--- src/rtl/pacman_pkg.sv ---
// Shared types and screen geometry for the Pacman motion controller and the VGA pixel mux.
package pacman_pkg;

  localparam int SCREEN_W   = 640;
  localparam int SCREEN_H   = 480;
  localparam int SPRITE_PX  = 22;
  localparam int START_X_PX = 310;
  localparam int START_Y_PX = 230;
  localparam int MAP_ADDR_W = 20;

  typedef enum logic [1:0] {
    UP    = 2'd0,
    DOWN  = 2'd1,
    LEFT  = 2'd2,
    RIGHT = 2'd3
  } dir_t;

  typedef enum logic [2:0] {
    IDLE     = 3'd0,
    PROBE_A  = 3'd1,
    PROBE_B  = 3'd2,
    CAPTURE  = 3'd3,
    DECIDE   = 3'd4,
    STEP     = 3'd5
  } mc_state_t;

  // Button priority when several are held: up > down > left > right.
  function automatic dir_t btn_priority(input logic up, input logic down,
                                        input logic left);
    dir_t d;
    if (up)        d = UP;
    else if (down) d = DOWN;
    else if (left) d = LEFT;
    else           d = RIGHT;
    return d;
  endfunction

endpackage

--- src/rtl/probe_addr_gen.sv ---
// Leading-edge probe address for a sprite moving one pixel in a direction; flags moves
// that would leave the screen and forces the address to 0 for them.
module probe_addr_gen
  import pacman_pkg::*;
#(
  parameter int WIDTH  = SCREEN_W,
  parameter int HEIGHT = SCREEN_H,
  parameter int SPRITE = SPRITE_PX,
  parameter int ADDR_W = MAP_ADDR_W
) (
  input  logic [9:0]        x,
  input  logic [8:0]        y,
  input  dir_t              dir,
  input  logic              corner_b,
  output logic [ADDR_W-1:0] map_addr,
  output logic              out_of_bounds
);

  localparam logic [ADDR_W-1:0] W_A = ADDR_W'(WIDTH);
  localparam logic [ADDR_W-1:0] H_A = ADDR_W'(HEIGHT);
  localparam logic [ADDR_W-1:0] S_A = ADDR_W'(SPRITE);
  localparam logic [ADDR_W-1:0] ONE = ADDR_W'(1);

  logic [ADDR_W-1:0] xw;
  logic [ADDR_W-1:0] yw;
  logic [ADDR_W-1:0] px;
  logic [ADDR_W-1:0] py;

  assign xw = ADDR_W'(x);
  assign yw = ADDR_W'(y);

  always_comb begin
    px            = xw;
    py            = yw;
    out_of_bounds = 1'b0;
    unique case (dir)
      UP: begin
        out_of_bounds = (yw == '0);
        py            = yw - ONE;
        px            = corner_b ? (xw + S_A - ONE) : xw;
      end
      DOWN: begin
        out_of_bounds = ((yw + S_A) >= H_A);
        py            = yw + S_A;
        px            = corner_b ? (xw + S_A - ONE) : xw;
      end
      LEFT: begin
        out_of_bounds = (xw == '0);
        px            = xw - ONE;
        py            = corner_b ? (yw + S_A - ONE) : yw;
      end
      RIGHT: begin
        out_of_bounds = ((xw + S_A) >= W_A);
        px            = xw + S_A;
        py            = corner_b ? (yw + S_A - ONE) : yw;
      end
      default: ;
    endcase
    // Full-width product: WIDTH*y must not be truncated below ADDR_W.
    map_addr = out_of_bounds ? '0 : (px + W_A * py);
  end

endmodule

--- src/rtl/pacman_motion_controller.sv ---
// Per-frame Pacman movement scheduler: latches the requested turn, probes the walkability
// map at the sprite's leading edge, then steps one pixel, falls back to the heading, or stops.
module pacman_motion_controller
  import pacman_pkg::*;
#(
  parameter int WIDTH   = SCREEN_W,
  parameter int HEIGHT  = SCREEN_H,
  parameter int SPRITE  = SPRITE_PX,
  parameter int START_X = START_X_PX,
  parameter int START_Y = START_Y_PX,
  parameter int ADDR_W  = MAP_ADDR_W
) (
  input  logic              clk,
  input  logic              reset,
  input  logic              frame_tick,
  input  logic              move_en,
  input  logic              btn_up,
  input  logic              btn_down,
  input  logic              btn_left,
  input  logic              btn_right,
  output logic [ADDR_W-1:0] map_addr,
  input  logic              map_wall,
  output logic [9:0]        pacman_x,
  output logic [8:0]        pacman_y,
  output logic [1:0]        cur_dir,
  output logic              moving,
  output logic              blocked,
  output logic              move_done,
  output mc_state_t         dbg_state,
  output logic [1:0]        dbg_want_dir,
  output logic              dbg_want_v,
  output logic              dbg_cur_v
);

  mc_state_t         state_q, state_d;
  dir_t              cand_q, cand_d;
  dir_t              want_dir_q, want_dir_d;
  logic              want_v_q, want_v_d;
  dir_t              cur_dir_q, cur_dir_d;
  logic              cur_v_q, cur_v_d;
  logic [9:0]        x_q, x_d;
  logic [8:0]        y_q, y_d;
  logic              wall_a_q, wall_a_d;
  logic              wall_b_q, wall_b_d;
  logic              oob_q, oob_d;
  logic              moving_q, moving_d;
  logic              blocked_q, blocked_d;
  logic              done_q, done_d;
  logic [ADDR_W-1:0] addr_q, addr_d;

  dir_t              start_dir;
  logic              start_v;
  logic              fallback_ok;
  logic              cand_clear;
  dir_t              gen_dir;
  logic              gen_corner_b;
  logic [ADDR_W-1:0] gen_addr;
  logic              gen_oob;

  assign start_v     = want_v_q | cur_v_q;
  assign start_dir   = want_v_q ? want_dir_q : cur_dir_q;
  assign fallback_ok = want_v_q && (cand_q == want_dir_q) && cur_v_q && (cur_dir_q != want_dir_q);
  assign cand_clear  = !oob_q && !wall_a_q && !wall_b_q;

  // The registered address is computed one cycle ahead of the state that presents it.
  always_comb begin
    gen_dir      = cand_q;
    gen_corner_b = 1'b0;
    unique case (state_q)
      IDLE:    gen_dir = start_dir;
      PROBE_A: gen_corner_b = 1'b1;
      DECIDE:  gen_dir = cur_dir_q;
      default: ;
    endcase
  end

  probe_addr_gen #(
    .WIDTH  (WIDTH),
    .HEIGHT (HEIGHT),
    .SPRITE (SPRITE),
    .ADDR_W (ADDR_W)
  ) u_probe (
    .x             (x_q),
    .y             (y_q),
    .dir           (gen_dir),
    .corner_b      (gen_corner_b),
    .map_addr      (gen_addr),
    .out_of_bounds (gen_oob)
  );

  always_comb begin
    state_d    = state_q;
    cand_d     = cand_q;
    want_dir_d = want_dir_q;
    want_v_d   = want_v_q;
    cur_dir_d  = cur_dir_q;
    cur_v_d    = cur_v_q;
    x_d        = x_q;
    y_d        = y_q;
    wall_a_d   = wall_a_q;
    wall_b_d   = wall_b_q;
    oob_d      = oob_q;
    moving_d   = moving_q;
    blocked_d  = blocked_q;
    done_d     = 1'b0;
    addr_d     = '0;

    // Sticky turn request; only a new press replaces it.
    if (btn_up || btn_down || btn_left || btn_right) begin
      want_dir_d = btn_priority(btn_up, btn_down, btn_left);
      want_v_d   = 1'b1;
    end

    unique case (state_q)
      IDLE: begin
        if (frame_tick && move_en) begin
          if (start_v) begin
            cand_d  = start_dir;
            addr_d  = gen_addr;
            state_d = PROBE_A;
          end else begin
            done_d = 1'b1;
          end
        end
      end
      PROBE_A: begin
        addr_d  = gen_addr;
        oob_d   = gen_oob;
        state_d = PROBE_B;
      end
      PROBE_B: begin
        wall_a_d = map_wall;
        state_d  = CAPTURE;
      end
      CAPTURE: begin
        wall_b_d = map_wall;
        state_d  = DECIDE;
      end
      DECIDE: begin
        if (cand_clear) begin
          done_d  = 1'b1;
          state_d = STEP;
        end else if (fallback_ok) begin
          cand_d  = cur_dir_q;
          addr_d  = gen_addr;
          state_d = PROBE_A;
        end else begin
          blocked_d = 1'b1;
          moving_d  = 1'b0;
          done_d    = 1'b1;
          state_d   = IDLE;
        end
      end
      STEP: begin
        unique case (cand_q)
          UP:      y_d = y_q - 9'd1;
          DOWN:    y_d = y_q + 9'd1;
          LEFT:    x_d = x_q - 10'd1;
          RIGHT:   x_d = x_q + 10'd1;
          default: ;
        endcase
        cur_dir_d = cand_q;
        cur_v_d   = 1'b1;
        moving_d  = 1'b1;
        blocked_d = 1'b0;
        state_d   = IDLE;
      end
      default: state_d = IDLE;
    endcase
  end

  always_ff @(posedge clk or posedge reset) begin
    if (reset) begin
      state_q    <= IDLE;
      cand_q     <= UP;
      want_dir_q <= UP;
      want_v_q   <= 1'b0;
      cur_dir_q  <= UP;
      cur_v_q    <= 1'b0;
      x_q        <= 10'(START_X);
      y_q        <= 9'(START_Y);
      wall_a_q   <= 1'b0;
      wall_b_q   <= 1'b0;
      oob_q      <= 1'b0;
      moving_q   <= 1'b0;
      blocked_q  <= 1'b0;
      done_q     <= 1'b0;
      addr_q     <= '0;
    end else begin
      state_q    <= state_d;
      cand_q     <= cand_d;
      want_dir_q <= want_dir_d;
      want_v_q   <= want_v_d;
      cur_dir_q  <= cur_dir_d;
      cur_v_q    <= cur_v_d;
      x_q        <= x_d;
      y_q        <= y_d;
      wall_a_q   <= wall_a_d;
      wall_b_q   <= wall_b_d;
      oob_q      <= oob_d;
      moving_q   <= moving_d;
      blocked_q  <= blocked_d;
      done_q     <= done_d;
      addr_q     <= addr_d;
    end
  end

  assign map_addr     = addr_q;
  assign pacman_x     = x_q;
  assign pacman_y     = y_q;
  assign cur_dir      = cur_dir_q;
  assign moving       = moving_q;
  assign blocked      = blocked_q;
  assign move_done    = done_q;
  assign dbg_state    = state_q;
  assign dbg_want_dir = want_dir_q;
  assign dbg_want_v   = want_v_q;
  assign dbg_cur_v    = cur_v_q;

endmodule

--- config.mk ---
export PLATFORM = sky130hd
export DESIGN_NAME = pacman_motion_controller
export DESIGN_NICKNAME = d
export VERILOG_FILES = /design/src/rtl/pacman_pkg.sv /design/src/rtl/probe_addr_gen.sv /design/src/rtl/pacman_motion_controller.sv
export SDC_FILE = /design/constraint.sdc
export NUM_CORES = 1
export LEC_CHECK = 0
export ABC_AREA = 1
export BUFFER_PORTS_ARGS = -buffer_cell sky130_fd_sc_hd__buf_2
export CAP_MARGIN = 25
export CORE_MARGIN = 10
export CORE_UTILIZATION = 32
export DETAILED_ROUTE_END_ITERATION = 16
export PLACE_DENSITY = 0.57
export SLEW_MARGIN = 5
export SYNTH_ARGS = -nofsm -noshare
export SYNTH_HDL_FRONTEND = slang
export SYNTH_HIERARCHICAL = 1
export SYNTH_SLANG_ARGS = --single-unit
export TNS_END_PERCENT = 100
--- constraint.sdc ---
create_clock -name clk -period 7.3 [get_ports clk]
set_input_delay 0.365 -clock clk [delete_from_list [all_inputs] [get_ports clk]]
set_output_delay 0.365 -clock clk [all_outputs]
set_load 0.02 [all_outputs]
==> results of run 1 <==
[stage by stage]
stage / util, % / instances
3_3_place_gp: 35.0 / 1173
3_5_place_dp: 35.0 / 1174
5_1_grt: 35.8 / 1182
4_1_cts: 35.8 / 1182
6_report: 35.8 / 1182
2_1_floorplan: - / 894
[path summary, 6_finish.rpt]
check,startpoint,to,slack (ps),cells past startpoint
worst max-delay path,dbg_state[1],map_addr[18],1500,27
worst min-delay path,btn_up,dbg_want_dir[0],250,2
worst max register to register,dbg_state[1],map_addr[18],1500,27
worst min register to register,moving,moving,470,2
max in group asynchronous,reset,pacman_y[8],6520,3
min in group asynchronous,reset,pacman_x[6],270,3
[sequential cells by signal, summed over array words and instances, names as in the netlist, 2 cells and up]
register and cells:
dbg_want_dir 2, map_addr 20, pacman_y 9, dbg_state 3
cand_q 2, pacman_x 10, cur_dir 2
[layer usage]
| metal | share of wire [%] | vias to the layer above | global-route usage, % |
|---|---|---|---|
| met3 | 3.8 | 9 | 1.55 |
| li1 | - | 3047 | - |
| met4 | 0.96 | 0 | 2.76 |
| met2 | 46 | 98 | 21.1 |
| met1 | 49 | 2643 | 17.9 |
| met5 | 0 | - | 0 |
[layout make-up]
type                            count  area (µm²)  share of cell area [%]
Multi-Input combinational cell    702        4080                    60.8
Tap cell                          234         293                    4.37
Sequential cell                    56        1410                    21.1
Clock inverter                      3        26.3                   0.392
Timing Repair Buffer               61         318                    4.74
Inverter                          121         454                    6.77
Clock buffer                        5         125                    1.87
[cell families (layout without fill, tap and decap cells)]
family	after synthesis	after routing	synth area share, %
buffers and inverters	136	190	9.59
and+or+nand+nor	463	463	34.6
adders and majority gates	61	61	13.1
xor gates and xnor gates	30	30	4.45
AOI/OAI and AO/OA	148	148	15.0
DFF	56	56	23.3
[synth_stat cells (2+ instances only)]
cell type	number	share of area, %
dfstp_2	10	4.3
a31oi_1	7	0.72
inv_1	111	6.9
nand2_1	238	15
a21boi_1	18	2.2
xnor2_1	11	1.6
dfrtp_1	46	19
nor2_1	64	4.0
fa_1	4	1.3
o21a_1	5	0.62
o21ai_1	2	0.16
o21bai_1	2	0.25
nand4_1	16	1.6
buf_6	8	1.5
o211ai_1	5	0.62
nor2_2	30	3.1
a21oi_1	47	3.9
or2_2	7	0.72
o21ai_2	3	0.43
nor3_1	20	1.6
o21ai_0	37	3.1
a22oi_1	2	0.25
inv_2	9	0.56
a221oi_1	2	0.29
xor2_1	18	2.6
nor2_4	3	0.56
nand3_1	60	4.9
a21boi_2	2	0.37
o2111ai_1	4	0.58
nand3b_1	7	0.87
o22ai_1	3	0.31
nand2_4	2	0.37
nand3_2	5	0.82
nand2_2	8	0.82
buf_2	6	0.49
ha_1	57	12
o221ai_1	4	0.58
[worst reg2reg max path, stage by stage, from the launching register on]
cell,delay [ps]
dfrtp_1,450
nor2_2,210
inv_2,70
nor2_1,250
inv_1,100
o221ai_1,460
nor2_1,280
inv_1,210
o22ai_1,100
a221oi_1,500
ha_1,350
ha_1,270
fa_1,410
nand3_1,90
nand2_1,100
a21oi_1,140
nor2_1,50
nor2_1,100
xor2_1,150
inv_1,50
ha_1,350
inv_1,70
nor3_1,240
inv_1,60
o211ai_1,210
xor2_1,200
nor2_2,50
a21boi_1,140
==> impl_results.md, run 1 <==
* FFs w/ async S/R, synth at 100%
* Final Cell Area at 6710 µm²
* Mapped Nets at 964
* Clock root cell: clkbuf_16
* Average size of a mapped cell at 6.79 µm²
* Type of origin of the critical path: flop
* GRT Util Overall at 12.9%
* Setup WS pre-CTS at 1550 ps
* Share of cells above drive strength 1 at 16.1%
* Cells after synthesis at 894
* Die area at 24,900 µm²
* FP Rows at 50
* Final slew viol count at 0
* Clock-pin slew on the worst setup and hold paths at 80 ps
* Tcrit/Tclk final at 79.5%
* H-Tree Depth at 2
* Setup Viol. Count Final at 0
* Vias in the first global route at 5,284
* CTS Hold Bufs at 0
* Initial drt markers at 373
* Status: completed
* Main synth FF type: dfrtp_1
* Largest net degree at the start of global routing at 57
* Worst path top cell family by delay: compound AO/OA/AOI/OAI gates
* Initial antenna violation count at 0
* # resized after CTS at 0
* I/O Buffers at 59
* Yosys warnings at 6
* Most common cell after layout, fill and taps aside: nand2_1
* Worst hold path class: input port to flop
* RePlAce Congestion at 0.866
* Synth cell types at 48
* Routed WL at 16,300 µm
* Final Hold Fails at 0
* Slew HR at 47.8%
* Gr ovfl total at 0
* CTS tree: yes
* Crit path time final at 5800 ps
* Via-per-instance ratio at 4.90
* Worst path buffer plus inverter count at 6
* Number of inserted diodes at 0
* Layout area overhead at 10.5%
* TNS Setup at 0 ps
* Worst Clk Skew at 6.77 ps
* HPWL Detailed at 12,900 µm
* Final WS setup at 1500 ps
* Number of synthesized flops with an enable pin at 0
* Avg WL per Cell at 13.8 µm
* Critical path capture point type: flop
* Nets@finish at 1,017
* WP data arrival at 5980 ps
* Commonest non-fill, non-tap cells in the layout: 238 x nand2_1, 110 x inv_1, 64 x nor2_1
* Max-cap violations at 0
* Maximum fanout along the worst path at 9
* Hold Slack at 254 ps
* Register area share after synthesis at 23.3%
* Slew @ Worst Pin at 781 ps
* Via count at 5,797
* Starting Density at 32.4%
* DRC at 0
* Core Region at 18,700 µm²
* CP required at 7470 ps
* Die height at 158 µm
* FMAX at 172 MHz
* Die Width at 158 µm
* Routed Antenna Nets at 0
* Number of post-CTS setup repair buffers at 0
* Clock Sinks at 56
* Crit path kind: flop to flop
* Num CTS Buffers at 5
* First-pass GRT wire length at 26,700 µm
* Crit-path max cell delay at 500 ps
* Fillers at 2,004
* Area of the mapped netlist at 6070 µm²
* RSZ-0062 raised after global routing: false
* Maximum clock path buffer count at 2
* Dpl cell area at 6550 µm²
* Worst-Skew Late Latency at 310 ps
* Ports at 60
* Slowest-stage cell, CP: a221oi_1
* Flop and latch count out of synthesis at 56
* DRT Pass-1 Iters at 4
* Cell repeated most along the worst path: inv_1
Power of run 1 is not shown: default switching activity piles up to over one toggle a cycle in this logic, so the estimate is an artifact.
==> run 2, diff against run 1 <==
clock period = 5.8 ns   (was 7.3 ns; I/O delays follow)
==> run 2 against run 1 <==
Effect of this change: die area is the same; wire length shrank 0.74%; critical path depth rose by 2; clock-buffer cell count unchanged; first-iteration DRC count down 4.3%; clock skew grew 1.9 ps; setup slack worse by 890 ps; highest routed layer unchanged; cell count up 0.17%; non-clock buffer count increased by 2.
==> impl_results.md, run 2 (synthesis gave the netlist of run 1 again) <==
* First-pass GRT wire length at 27,000 µm (+1.2%)
* Die area at 24,900 µm² (unchanged)
* H-Tree Depth at 2 (unchanged)
* Initial antenna violation count at 0 (unchanged)
* Reg2reg path depth at 29 (+7.4%)
* Clock root cell: clkbuf_16
* Slew HR at 48.7% (+0.90 points)
* FF/Latch Area at 1410 µm² (unchanged)
* Fillers at 1,987 (-0.85%)
* Nets@finish at 1,019 (+0.20%)
* DRC at 0 (unchanged)
* Worst hold path class: input port to async pin
* WP data arrival at 5370 ps (-610 ps)
* Largest net degree at the start of global routing at 57 (unchanged)
* Fin cells at 1,184 (+0.17%)
* Num CTS Buffers at 5 (unchanged)
* Max reg flops at 20 (unchanged)
* Worst Clk Skew at 8.68 ps (+1.92 ps)
* Starting Density at 32.4% (unchanged)
* Final Cell Area at 6760 µm² (+0.88%)
* Routed Antenna Nets at 0 (unchanged)
* Crit path time final at 5190 ps (-608 ps)
* CTS tree: yes
* Maximum clock path buffer count at 2 (unchanged)
* Number of inserted diodes at 0 (unchanged)
* Reg2Reg Launch Point: pacman_y[1]
* Ports at 60 (unchanged)
* Share of cells above drive strength 1 at 17.1% (+0.91 points)
* Placed insts at 1,176 (+0.17%)
* # resized after CTS at 0 (unchanged)
* Cell repeated most along the worst path: inv_1
* RePlAce Congestion at 0.912 (+5.3%)
* Die Width at 158 µm (unchanged)
* Area taken by multi-input logic gates at 4120 µm² (+1.1%)
* Worst-Skew Late Latency at 310 ps (about the same)
* Crit path kind: flop to flop
* FMAX at 193 MHz (+12%)
* Number of post-CTS setup repair buffers at 0 (unchanged)
* Clock Sinks at 56 (unchanged)
* Max-cap violations at 0 (unchanged)
* RSZ-0062 raised after global routing: false
* DRT Pass-1 Iters at 5 (+1)
* HPWL Detailed at 13,000 µm (+0.34%)
* Setup Viol. Count Final at 0 (unchanged)
* Maximum fanout along the worst path at 10 (+1)
* Crit-path max cell delay at 660 ps (+160 ps)
* Avg WL per Cell at 13.7 µm (-0.91%)
* Via count at 5,830 (+0.57%)
* Commonest non-fill, non-tap cells in the layout: 238 x nand2_1, 110 x inv_1, 60 x nand3_1, 60 x nor2_1, 59 x buf_2
* Reg-to-reg setup timing slack at 610 ps (-890 ps)
* Vias in the first global route at 5,416 (+2.5%)
* FP Rows at 50 (unchanged)
* Die height at 158 µm (unchanged)
* Final Hold Fails at 0 (unchanged)
* Routed WL at 16,200 µm (-0.74%)
* Most common cell after layout, fill and taps aside: nand2_1
* GRT Util Overall at 13.1% (+0.15 points)
* Critical path capture point type: flop
* CP required at 5970 ps (-1500 ps)
* TNS Setup at 0 ps (unchanged)
* Core Region at 18,700 µm² (unchanged)
* Slowest-stage cell, CP: dfstp_2
* Initial drt markers at 357 (-4.3%)
* Slew @ Worst Pin at 767 ps (-13.5 ps)
* R2r endpoint: map_addr[18]
* Layout area overhead at 11.5%
* Type of origin of the critical path: flop
* Gr ovfl total at 0 (unchanged)
* Status: completed
* Clock-pin slew on the worst setup and hold paths at 80 ps (about the same)
* Tcrit/Tclk final at 89.5% (+10 points)
* Via-per-instance ratio at 4.92 (+0.40%)
* Final slew viol count at 0 (unchanged)
* Dpl cell area at 6570 µm² (+0.23%)
* CTS Hold Bufs at 0 (unchanged)
* I/O Buffers at 59 (unchanged)
## run 2: changes by cell type in the layout (fill, tap and decap cells not counted), moves of 2 or more
cell / change
buf_4: +2
nor2_2: +3
nor2_1: -4
clkinv_4: -2
o221ai_1: -2
## run 2: cell type report
type,instances,share of cell area (%)
timing repair buffer,63,4.92
clock buffer,5,1.85
tap,234,4.33
clock inverter,3,0.370
sequential,56,20.9
inverter,121,6.71
multi-input combinational,702,60.9
## run 2: routing by layer
| layer | up-vias | GRT usage, % | wire length, µm |
|---|---|---|---|
| met3 | 11 | 1.71 | 622 |
| li1 | 3050 | - | - |
| met4 | 0 | 3.92 | 274 |
| met2 | 109 | 21.4 | 7550 |
| met1 | 2660 | 17.6 | 7780 |
| met5 | - | 0 | 0 |
## run 2: how the worst max path moves through the flow
stage / from / to / depth (start not counted)
final: pacman_y[1] / map_addr[18] / 29
after global routing: dbg_state[1] / map_addr[18] / 31
after CTS: dbg_state[1] / map_addr[18] / 28
after detailed placement: dbg_state[1] / map_addr[18] / 28
after global placement: dbg_state[1] / map_addr[18] / 28
after floorplan: dbg_state[1] / map_addr[18] / 27
## run 2: critical path, delay by kind of cell, from the launching register on
kind / cells / cell delay [ps]
compound gates: 4 / 700
flops: 1 / 660
fa+ha+maj: 4 / 1270
buf+inv: 7 / 540
simple gates: 10 / 1110
xor+xnor: 4 / 760
## run 2: stage by stage
step | hold WS [ps] | util [%] | setup WS [ps]
global placement | 458 | 35.0 | 355
floorplan | 398 | - | 904
CTS | 174 | 35.9 | 202
finish | 181 | 36.2 | 608
detailed placement | 465 | 35.1 | 239
global route | 192 | 36.2 | 21.2
Power of run 2 is left out for the same reason.
